--- src/rtl/frogger_pkg.sv ---
// Shared definitions for the Frogger goal-row logic.
//   - DATAWIDTH default for the entry/pattern buses
//   - goal-row wall pattern at level start (1 = wall, 0 = open home slot)
//   - column indices of the two home slots
//   - entry-manager state encoding (3 bits)
package frogger_pkg;

  localparam int          FROG_DATAWIDTH    = 8;
  localparam logic [7:0]  FROG_BASE_PATTERN = 8'b11011011;
  localparam int          FROG_LEFT_BIT     = 5;
  localparam int          FROG_RIGHT_BIT    = 2;

  typedef enum logic [2:0] {
    ST_IDLE    = 3'd0,
    ST_ARM     = 3'd1,
    ST_LOSE    = 3'd2,
    ST_FILL_L  = 3'd3,
    ST_FILL_R  = 3'd4,
    ST_WIN     = 3'd5,
    ST_RELEASE = 3'd6
  } entry_state_e;

endpackage

--- src/rtl/sc_entry_manager.sv ---
// Goal-row (entry) manager for the Frogger board.
// Drives the entry bus into the entry comparator while the frog sits in the
// goal row, consumes the comparator's active-low verdicts, marks filled home
// slots, and issues respawn / lose / win pulses.
//
// Ports:
//   SC_ENTRYMANAGER_CLOCK_50          system clock
//   SC_ENTRYMANAGER_RESET_InLow       asynchronous active-low reset
//   SC_ENTRYMANAGER_clear_InLow       synchronous new-game clear, active-low
//   SC_ENTRYMANAGER_frogAtTop_InLow   low while the frog occupies the goal row
//   SC_ENTRYMANAGER_lose_InLow        comparator: frog hit a wall
//   SC_ENTRYMANAGER_enterLeft_InLow   comparator: frog on left home slot
//   SC_ENTRYMANAGER_enterRight_InLow  comparator: frog on right home slot
//   SC_ENTRYMANAGER_entryBUS_Out      pattern to comparator, 0 = comparator idle
//   SC_ENTRYMANAGER_goalRow_Out       current goal-row pattern, for display
//   SC_ENTRYMANAGER_filled_Out        number of filled home slots (0..2)
//   SC_ENTRYMANAGER_respawn_OutLow    one-cycle respawn request
//   SC_ENTRYMANAGER_lose_OutLow       one-cycle life-lost pulse
//   SC_ENTRYMANAGER_win_OutLow        one-cycle level-complete pulse
module sc_entry_manager
  import frogger_pkg::*;
#(
  parameter int                   DATAWIDTH    = FROG_DATAWIDTH,
  parameter logic [DATAWIDTH-1:0] BASE_PATTERN = DATAWIDTH'(FROG_BASE_PATTERN),
  parameter int                   LEFT_BIT     = FROG_LEFT_BIT,
  parameter int                   RIGHT_BIT    = FROG_RIGHT_BIT
) (
  input  logic                 SC_ENTRYMANAGER_CLOCK_50,
  input  logic                 SC_ENTRYMANAGER_RESET_InLow,
  input  logic                 SC_ENTRYMANAGER_clear_InLow,
  input  logic                 SC_ENTRYMANAGER_frogAtTop_InLow,
  input  logic                 SC_ENTRYMANAGER_lose_InLow,
  input  logic                 SC_ENTRYMANAGER_enterLeft_InLow,
  input  logic                 SC_ENTRYMANAGER_enterRight_InLow,
  output logic [DATAWIDTH-1:0] SC_ENTRYMANAGER_entryBUS_Out,
  output logic [DATAWIDTH-1:0] SC_ENTRYMANAGER_goalRow_Out,
  output logic [1:0]           SC_ENTRYMANAGER_filled_Out,
  output logic                 SC_ENTRYMANAGER_respawn_OutLow,
  output logic                 SC_ENTRYMANAGER_lose_OutLow,
  output logic                 SC_ENTRYMANAGER_win_OutLow
);

  entry_state_e         state_q, state_d;
  logic [DATAWIDTH-1:0] pattern_q, pattern_d;
  logic [DATAWIDTH-1:0] entry_bus_q, entry_bus_d;
  logic [1:0]           filled_q, filled_d;
  logic                 respawn_n_q, respawn_n_d;
  logic                 lose_n_q, lose_n_d;
  logic                 win_n_q, win_n_d;

  logic [1:0]           filled_inc;

  // Saturating increment; a third fill cannot happen, but never wrap.
  assign filled_inc = (filled_q == 2'd2) ? 2'd2 : filled_q + 2'd1;

  always_comb begin
    state_d   = state_q;
    pattern_d = pattern_q;
    filled_d  = filled_q;

    case (state_q)
      ST_IDLE: begin
        if (!SC_ENTRYMANAGER_frogAtTop_InLow) state_d = ST_ARM;
      end
      ST_ARM: begin
        // Pattern and count are updated on entry to FILL_x so the new
        // values are visible in the same cycle as the respawn pulse.
        if (SC_ENTRYMANAGER_frogAtTop_InLow) begin
          state_d = ST_IDLE;
        end else if (!SC_ENTRYMANAGER_lose_InLow) begin
          state_d = ST_LOSE;
        end else if (!SC_ENTRYMANAGER_enterLeft_InLow && !pattern_q[LEFT_BIT]) begin
          state_d             = ST_FILL_L;
          pattern_d[LEFT_BIT] = 1'b1;
          filled_d            = filled_inc;
        end else if (!SC_ENTRYMANAGER_enterRight_InLow && !pattern_q[RIGHT_BIT]) begin
          state_d              = ST_FILL_R;
          pattern_d[RIGHT_BIT] = 1'b1;
          filled_d             = filled_inc;
        end
      end
      ST_LOSE: state_d = ST_RELEASE;
      ST_FILL_L, ST_FILL_R: begin
        state_d = (filled_q == 2'd2) ? ST_WIN : ST_RELEASE;
      end
      ST_WIN: begin
        state_d   = ST_RELEASE;
        pattern_d = BASE_PATTERN;
        filled_d  = 2'd0;
      end
      ST_RELEASE: begin
        // Wait for the frog to leave the row so one visit scores once.
        if (SC_ENTRYMANAGER_frogAtTop_InLow) state_d = ST_IDLE;
      end
      default: state_d = ST_IDLE;
    endcase

    if (!SC_ENTRYMANAGER_clear_InLow) begin
      state_d   = ST_IDLE;
      pattern_d = BASE_PATTERN;
      filled_d  = 2'd0;
    end

    // Outputs are registered copies of what the next state implies.
    entry_bus_d = (state_d == ST_ARM) ? pattern_d : '0;
    respawn_n_d = !((state_d == ST_LOSE) || (state_d == ST_FILL_L) || (state_d == ST_FILL_R));
    lose_n_d    = (state_d != ST_LOSE);
    win_n_d     = (state_d != ST_WIN);
  end

  always_ff @(posedge SC_ENTRYMANAGER_CLOCK_50 or negedge SC_ENTRYMANAGER_RESET_InLow) begin
    if (!SC_ENTRYMANAGER_RESET_InLow) begin
      state_q     <= ST_IDLE;
      pattern_q   <= BASE_PATTERN;
      filled_q    <= 2'd0;
      entry_bus_q <= '0;
      respawn_n_q <= 1'b1;
      lose_n_q    <= 1'b1;
      win_n_q     <= 1'b1;
    end else begin
      state_q     <= state_d;
      pattern_q   <= pattern_d;
      filled_q    <= filled_d;
      entry_bus_q <= entry_bus_d;
      respawn_n_q <= respawn_n_d;
      lose_n_q    <= lose_n_d;
      win_n_q     <= win_n_d;
    end
  end

  assign SC_ENTRYMANAGER_entryBUS_Out   = entry_bus_q;
  assign SC_ENTRYMANAGER_goalRow_Out    = pattern_q;
  assign SC_ENTRYMANAGER_filled_Out     = filled_q;
  assign SC_ENTRYMANAGER_respawn_OutLow = respawn_n_q;
  assign SC_ENTRYMANAGER_lose_OutLow    = lose_n_q;
  assign SC_ENTRYMANAGER_win_OutLow     = win_n_q;

endmodule

--- config.mk ---
export PLATFORM = sky130hd
export DESIGN_NAME = sc_entry_manager
export DESIGN_NICKNAME = d
export VERILOG_FILES = /design/src/rtl/frogger_pkg.sv /design/src/rtl/sc_entry_manager.sv
export SDC_FILE = /design/constraint.sdc
export NUM_CORES = 1
export LEC_CHECK = 0
export ABC_AREA = 1
export CORE_ASPECT_RATIO = 0.7
export CORE_MARGIN = 2
export CORE_UTILIZATION = 40
export CTS_BUF_LIST = sky130_fd_sc_hd__clkbuf_4
export DETAILED_ROUTE_END_ITERATION = 16
export DONT_BUFFER_PORTS = 1
export SYNTH_ARGS = -nofsm -noshare
export SYNTH_HDL_FRONTEND = slang
export SYNTH_SLANG_ARGS = --single-unit
--- constraint.sdc ---
create_clock -name SC_ENTRYMANAGER_CLOCK_50 -period 2.1 [get_ports SC_ENTRYMANAGER_CLOCK_50]
set_input_delay 0.315 -clock SC_ENTRYMANAGER_CLOCK_50 [delete_from_list [all_inputs] [get_ports SC_ENTRYMANAGER_CLOCK_50]]
set_output_delay 0.315 -clock SC_ENTRYMANAGER_CLOCK_50 [all_outputs]
set_load 0.1 [all_outputs]
=== Yosys cells after proc, flatten, opt, wreduce, memory -nomap -nowiden ===
Index checks and enable logic that the tools add are counted.

* Add/sub/neg operators: 1
* Reductions and logical operators: 13
* Multiplexer cells: 30
* Equality and inequality tests: 17

{| class="wikitable"
|+ Operators by type and width
! operator !! count
|-
| two-way mux 3 bit || 7
|-
| two-way mux 2 bit || 10
|-
| two-way mux 8 bit || 2
|-
| one-hot mux 3 bit (5 select lines) || 1
|-
| == test 3 x 2 -> 1 bit (second input constant) || 4
|-
| == test 3 bit (second input constant) || 4
|-
| inequality test 3 bit (second input constant) || 3
|-
| two-way mux 1 bit || 7
|-
| == test 3 x 1 -> 1 bit (second input constant) || 2
|-
| zero test 1 bit || 5
|-
| inequality test 4 bit (second input constant) || 1
|-
| one-hot mux 1 bit (2 select lines) || 2
|-
| one-hot mux 2 bit (2 select lines) || 1
|-
| AND reduction 4 bit || 1
|-
| OR reduction 2 bit || 2
|-
| zero test 3 bit || 1
|-
| inequality test 3 x 1 -> 1 bit (second input constant) || 1
|-
| inequality test 3 x 2 -> 1 bit (second input constant) || 1
|-
| adder 2 x 1 -> 2 bit (second input constant) || 1
|-
| == test 2 bit (second input constant) || 1
|-
| logical AND 1 bit || 2
|-
| logical OR 1 bit || 2
|}

* Register bits after elaboration: 24

=== Logic depth before layout (Yosys ltp) ===
* Depth after elaboration: 12
* Gate-level depth with buffers: 10
* Gate-level depth less buffers: 10

=== Worst setup path before layout ===
OpenSTA, ideal clock, no wires.

* Path type: reg-to-reg
* From: reg filled_q[0] (netlist: SC_ENTRYMANAGER_filled_Out[0])
* To: reg entry_bus_q[0] (netlist: SC_ENTRYMANAGER_entryBUS_Out[0])
* Stages on the path, launching flop included: 9
* Data arrival time: 1.843 ns
* Library setup time: 0.121 ns
* Path buffers: 0
* Required time: 1.979 ns
* Period minus slack after synthesis: 1.964 ns
* Setup slack: 0.136 ns
* Cell sequence: dfrtp_1 > inv_1 > ha_1 > nand2_1 > nand2_1 > nor2_4 > nor2_8 > nand2_4 > nor2_2

* Word-level cells in the longest chain between the ends: 6

{| class="wikitable"
|+ Ends and longest elaborated chain
! element !! line !! text
|-
| start, declared || sc_entry_manager.sv:46 || <nowiki>logic [1:0] filled_q, filled_d;</nowiki>
|-
| start signal, assigned || sc_entry_manager.sv:123 || <nowiki>filled_q <= filled_d;</nowiki>
|-
| == test 2 bit || sc_entry_manager.sv:84 || <nowiki>state_d = (filled_q == 2'd2) ? ST_WIN : ST_RELEASE;</nowiki>
|-
| two-way mux 2 bit || sc_entry_manager.sv:84 ||
|-
| one-hot mux 3 bit (5 select lines) || sc_entry_manager.sv:61 || <nowiki>case (state_q)</nowiki>
|-
| two-way mux 3 bit || sc_entry_manager.sv:98 || <nowiki>if (!SC_ENTRYMANAGER_clear_InLow) begin</nowiki>
|-
| net state_d[0] || sc_entry_manager.sv:43 || <nowiki>entry_state_e state_q, state_d;</nowiki>
|-
| == test 3 x 1 -> 1 bit || sc_entry_manager.sv:105 || <nowiki>entry_bus_d = (state_d == ST_ARM) ? pattern_d : '0;</nowiki>
|-
| two-way mux 8 bit || sc_entry_manager.sv:105 ||
|-
| net entry_bus_d[0] || sc_entry_manager.sv:45 || <nowiki>logic [DATAWIDTH-1:0] entry_bus_q, entry_bus_d;</nowiki>
|-
| end signal, assigned || sc_entry_manager.sv:124 || <nowiki>entry_bus_q <= entry_bus_d;</nowiki>
|-
| end, declared || sc_entry_manager.sv:45 ||
|}

The timed path passes the listed nets, and every way through them passes these cells.
A chain may end at the register's enable or synchronous reset.

=== Final worst setup path ===
* From: reg pattern_q[3] (netlist: SC_ENTRYMANAGER_goalRow_Out[3])
* To: out SC_ENTRYMANAGER_goalRow_Out[3]

{| class="wikitable"
|+ RTL lines
! element !! line !! text
|-
| start, declared || sc_entry_manager.sv:44 || <nowiki>logic [DATAWIDTH-1:0] pattern_q, pattern_d;</nowiki>
|-
| start signal, assigned || sc_entry_manager.sv:122 || <nowiki>pattern_q <= pattern_d;</nowiki>
|-
| end, declared || sc_entry_manager.sv:36 || <nowiki>output logic [DATAWIDTH-1:0] SC_ENTRYMANAGER_goalRow_Out,</nowiki>
|}

No word-level cell between the ends.

==> impl_metrics.toml <==
[outcome]
status = "complete, no violations"

[final_layout]
nets = 148
design_area_mm2 = 0.00129
syn2layout_area_growth_pct = 15.7
layout-drive-gt1-share_pct = 34.1
final_cells = 174
antennaDiodeCount = 0

[synth]
ys_types = 21
synthesis.area_mm2 = 0.00112
synth_top_area_share_pct = 33.6
syn_nets = 130
synth_top_family_by_area = "simple AND/OR/NAND/NOR gates"
async_reset_ff_share_pct = 100
synthCells = 121
synthFlopType = "dfrtp_1"
synth_area_leader_cell = "dfrtp_1"
synth_edf_count = 0
synthTopCellsByArea = "dfrtp_1 34%, dfstp_2 21%, inv_1 9.1%, nand2_1 7.0%, nor2_2 5.6%"
syn_avg_cell_area_um2 = 9.24
synth-seq-cells = 24
synth_compound_area_share_pct = 3.47
synth-simple-area-share_pct = 30.2
ys_warn_count = 0
synth.mux.area_fraction_pct = 0
synth_common_cells = "27 x inv_1, 21 x nand2_1, 15 x dfrtp_1, 10 x nor2_1, 10 x nor2_2"
synth-xor-area-share_pct = 0
yosysMostFrequentCell = "inv_1"
ys_seq_area_share_pct = 54.7
yosys.area_share.adder_pct = 2.24

[run]
maxCapViolations = 0

[power_and_ir_drop]
vdd_drop_max_mv = 0.535
total_power_uw = 1920
powerDensity_mw_per_mm2 = 1480
leakagePower_uw = 0.000647

[global_routing]
grt_pass1_wl_um = 3440
grt_pass1_vias = 786
overflow = 0
antenna_found_initial = 0
grtUsageTotal_pct = 15.0
grt_max_degree = 25

[clock_tree]
clockRootBuffer = "clkbuf_4"
cts_tree = "done"
cts_made_buffers = 3
cts_buffer_depth = 2
cts_resized = 0
clk_latency_ps = 310
clock-sinks = 24
cts_setup_buffers = 0
htree_levels = 1
path_clk_slew_ps = 130

[die]
ioPinCount = 28
rows = 16
die_h_um = 48.2
core_mm2 = 0.00272
die-area_mm2 = 0.00324
die_w_um = 67.2
start_util_pct = 41.1

[detailed_routing]
ant_nets = 0
firstDrtPassIters = 4
viasPerCell = 4.70
drt_iter0_drc = 58
drc = 0
vias = 817
drt-total-wl_um = 2120
routedWlPerCell_um = 12.2

[worst_hold_path]
hold_path_class = "input port to flip-flop"
whs_path_depth = 2

[timing]
slew_headroom_pct = 27.5
fin_crit_ps = 1510
clock_skew_ps = 11.2
setup_viol = 0
period_share_pct = 72.1
grt_setup_unrepaired = "no"
tightest_slew_ps = 1080
timing_hold_violations_final = 0
finalSetupTns_ps = 0
max_clock_freq_mhz = 660
drv_slew = 0

[placement]
dp_cells = 169
port-buffer-count = 0
placed_cell_area_mm2 = 0.00125
dp_hpwl_um = 1650
gp_congestion = 0.831

[worst_setup_path]
end_kind = "output port"
crit_path_start_kind = "flip-flop"
critPathMaxFanout = 2
worst_ep_arrival_time_ps = 1200
r2r_cells = 8
required_ps = 1780
path_depth = 0
crit_type = "flip-flop to output port"
-- layer usage --
layer  vias to the layer above  part of all wire (%)  GRT usage, %
met3                         2                   8.9          6.70
met1                       387                    47          19.8
met4                         0                  0.75          3.67
li1                        396                     -             -
met5                         -                     0             0
met2                        32                    43          23.0
-- final cells by class --
| cell class | instances | area (um^2) |
|---|---|---|
| Tap cell | 36 | 45.0 |
| Timing Repair Buffer | 13 | 100 |
| Fill cell | 276 | 1430 |
| Clock buffer | 4 | 30.0 |
| Inverter | 28 | 105 |
| Sequential cell | 24 | 612 |
| Multi-Input combinational cell | 69 | 402 |
-- registers in the layout, indices dropped and copies added, names as in the netlist --
signal	count
SC_ENTRYMANAGER_goalRow_Out	8
SC_ENTRYMANAGER_win_OutLow	1
SC_ENTRYMANAGER_filled_Out	2
SC_ENTRYMANAGER_entryBUS_Out	8
SC_ENTRYMANAGER_lose_OutLow	1
SC_ENTRYMANAGER_respawn_OutLow	1
state_q	3
-- what timing repair did --
| item | CTS | global route |
|---|---|---|
| hold buffers | 1 | 0 |
| hold endpoints to repair | 24 | 0 |
| endpoints found under the setup margin | 0 | 0 |
-- layout by cell type, fill, tap and decap left out --
| cell | Yosys | routed |
|---|---|---|
| o22ai_1 | 2 | 2 |
| nand2_1 | 21 | 21 |
| buf_4 | 0 | 12 |
| nor2_1 | 10 | 10 |
| clkbuf_4 | 0 | 4 |
| o21ai_0 | 1 | 1 |
| nor2_8 | 1 | 1 |
| a21oi_2 | 1 | 1 |
| nand2_4 | 1 | 1 |
| a21oi_1 | 1 | 1 |
| nand4_1 | 2 | 2 |
| nand3_2 | 1 | 1 |
| o31ai_1 | 1 | 1 |
| inv_1 | 27 | 27 |
| or2_1 | 1 | 1 |
| nor2_2 | 10 | 10 |
| dfrtp_1 | 15 | 15 |
| nand3_1 | 7 | 7 |
| dfstp_2 | 9 | 9 |
| nand2_2 | 3 | 3 |
| ha_1 | 2 | 2 |
| dlygate4sd3_1 | 0 | 1 |
| nor2_4 | 4 | 4 |
| inv_2 | 1 | 1 |
-- final timing paths --
check / from / end / slack (ps)
worst max-delay path: SC_ENTRYMANAGER_goalRow_Out[3] / SC_ENTRYMANAGER_goalRow_Out[3] / 590
worst min-delay path: SC_ENTRYMANAGER_clear_InLow / SC_ENTRYMANAGER_win_OutLow / 160
worst max register to register: SC_ENTRYMANAGER_filled_Out[0] / SC_ENTRYMANAGER_entryBUS_Out[1] / 690
worst min register to register: SC_ENTRYMANAGER_filled_Out[0] / SC_ENTRYMANAGER_filled_Out[0] / 630
max in group asynchronous: SC_ENTRYMANAGER_RESET_InLow / SC_ENTRYMANAGER_entryBUS_Out[0] / 810
min in group asynchronous: SC_ENTRYMANAGER_RESET_InLow / SC_ENTRYMANAGER_entryBUS_Out[4] / 640
-- cells by family after synthesis --
family | Yosys count
buf+inv | 28
compound gates | 6
fa+ha+maj | 2
simple gates | 61
flops | 24
-- power by group --
group,switching (uW),total (uW),leakage [uW],internal [uW]
Sequential,159,728,0.000300,569
Combinational,753,969,0.000329,216
Clock,133,220,0.0000184,87.0
Total,1050,1920,0.000647,872
-- through the flow --
step | worst slack, ps | hold slack [ps] | util, %
global placement | 735 | 20.1 | 46.0
floorplan | 136 | 19.4 | -
finish | 586 | 161 | 47.5
detailed placement | 711 | 20.0 | 46.0
CTS | 561 | 147 | 47.5
global route | 544 | 151 | 47.5
(Power assumes the default switching activity.)
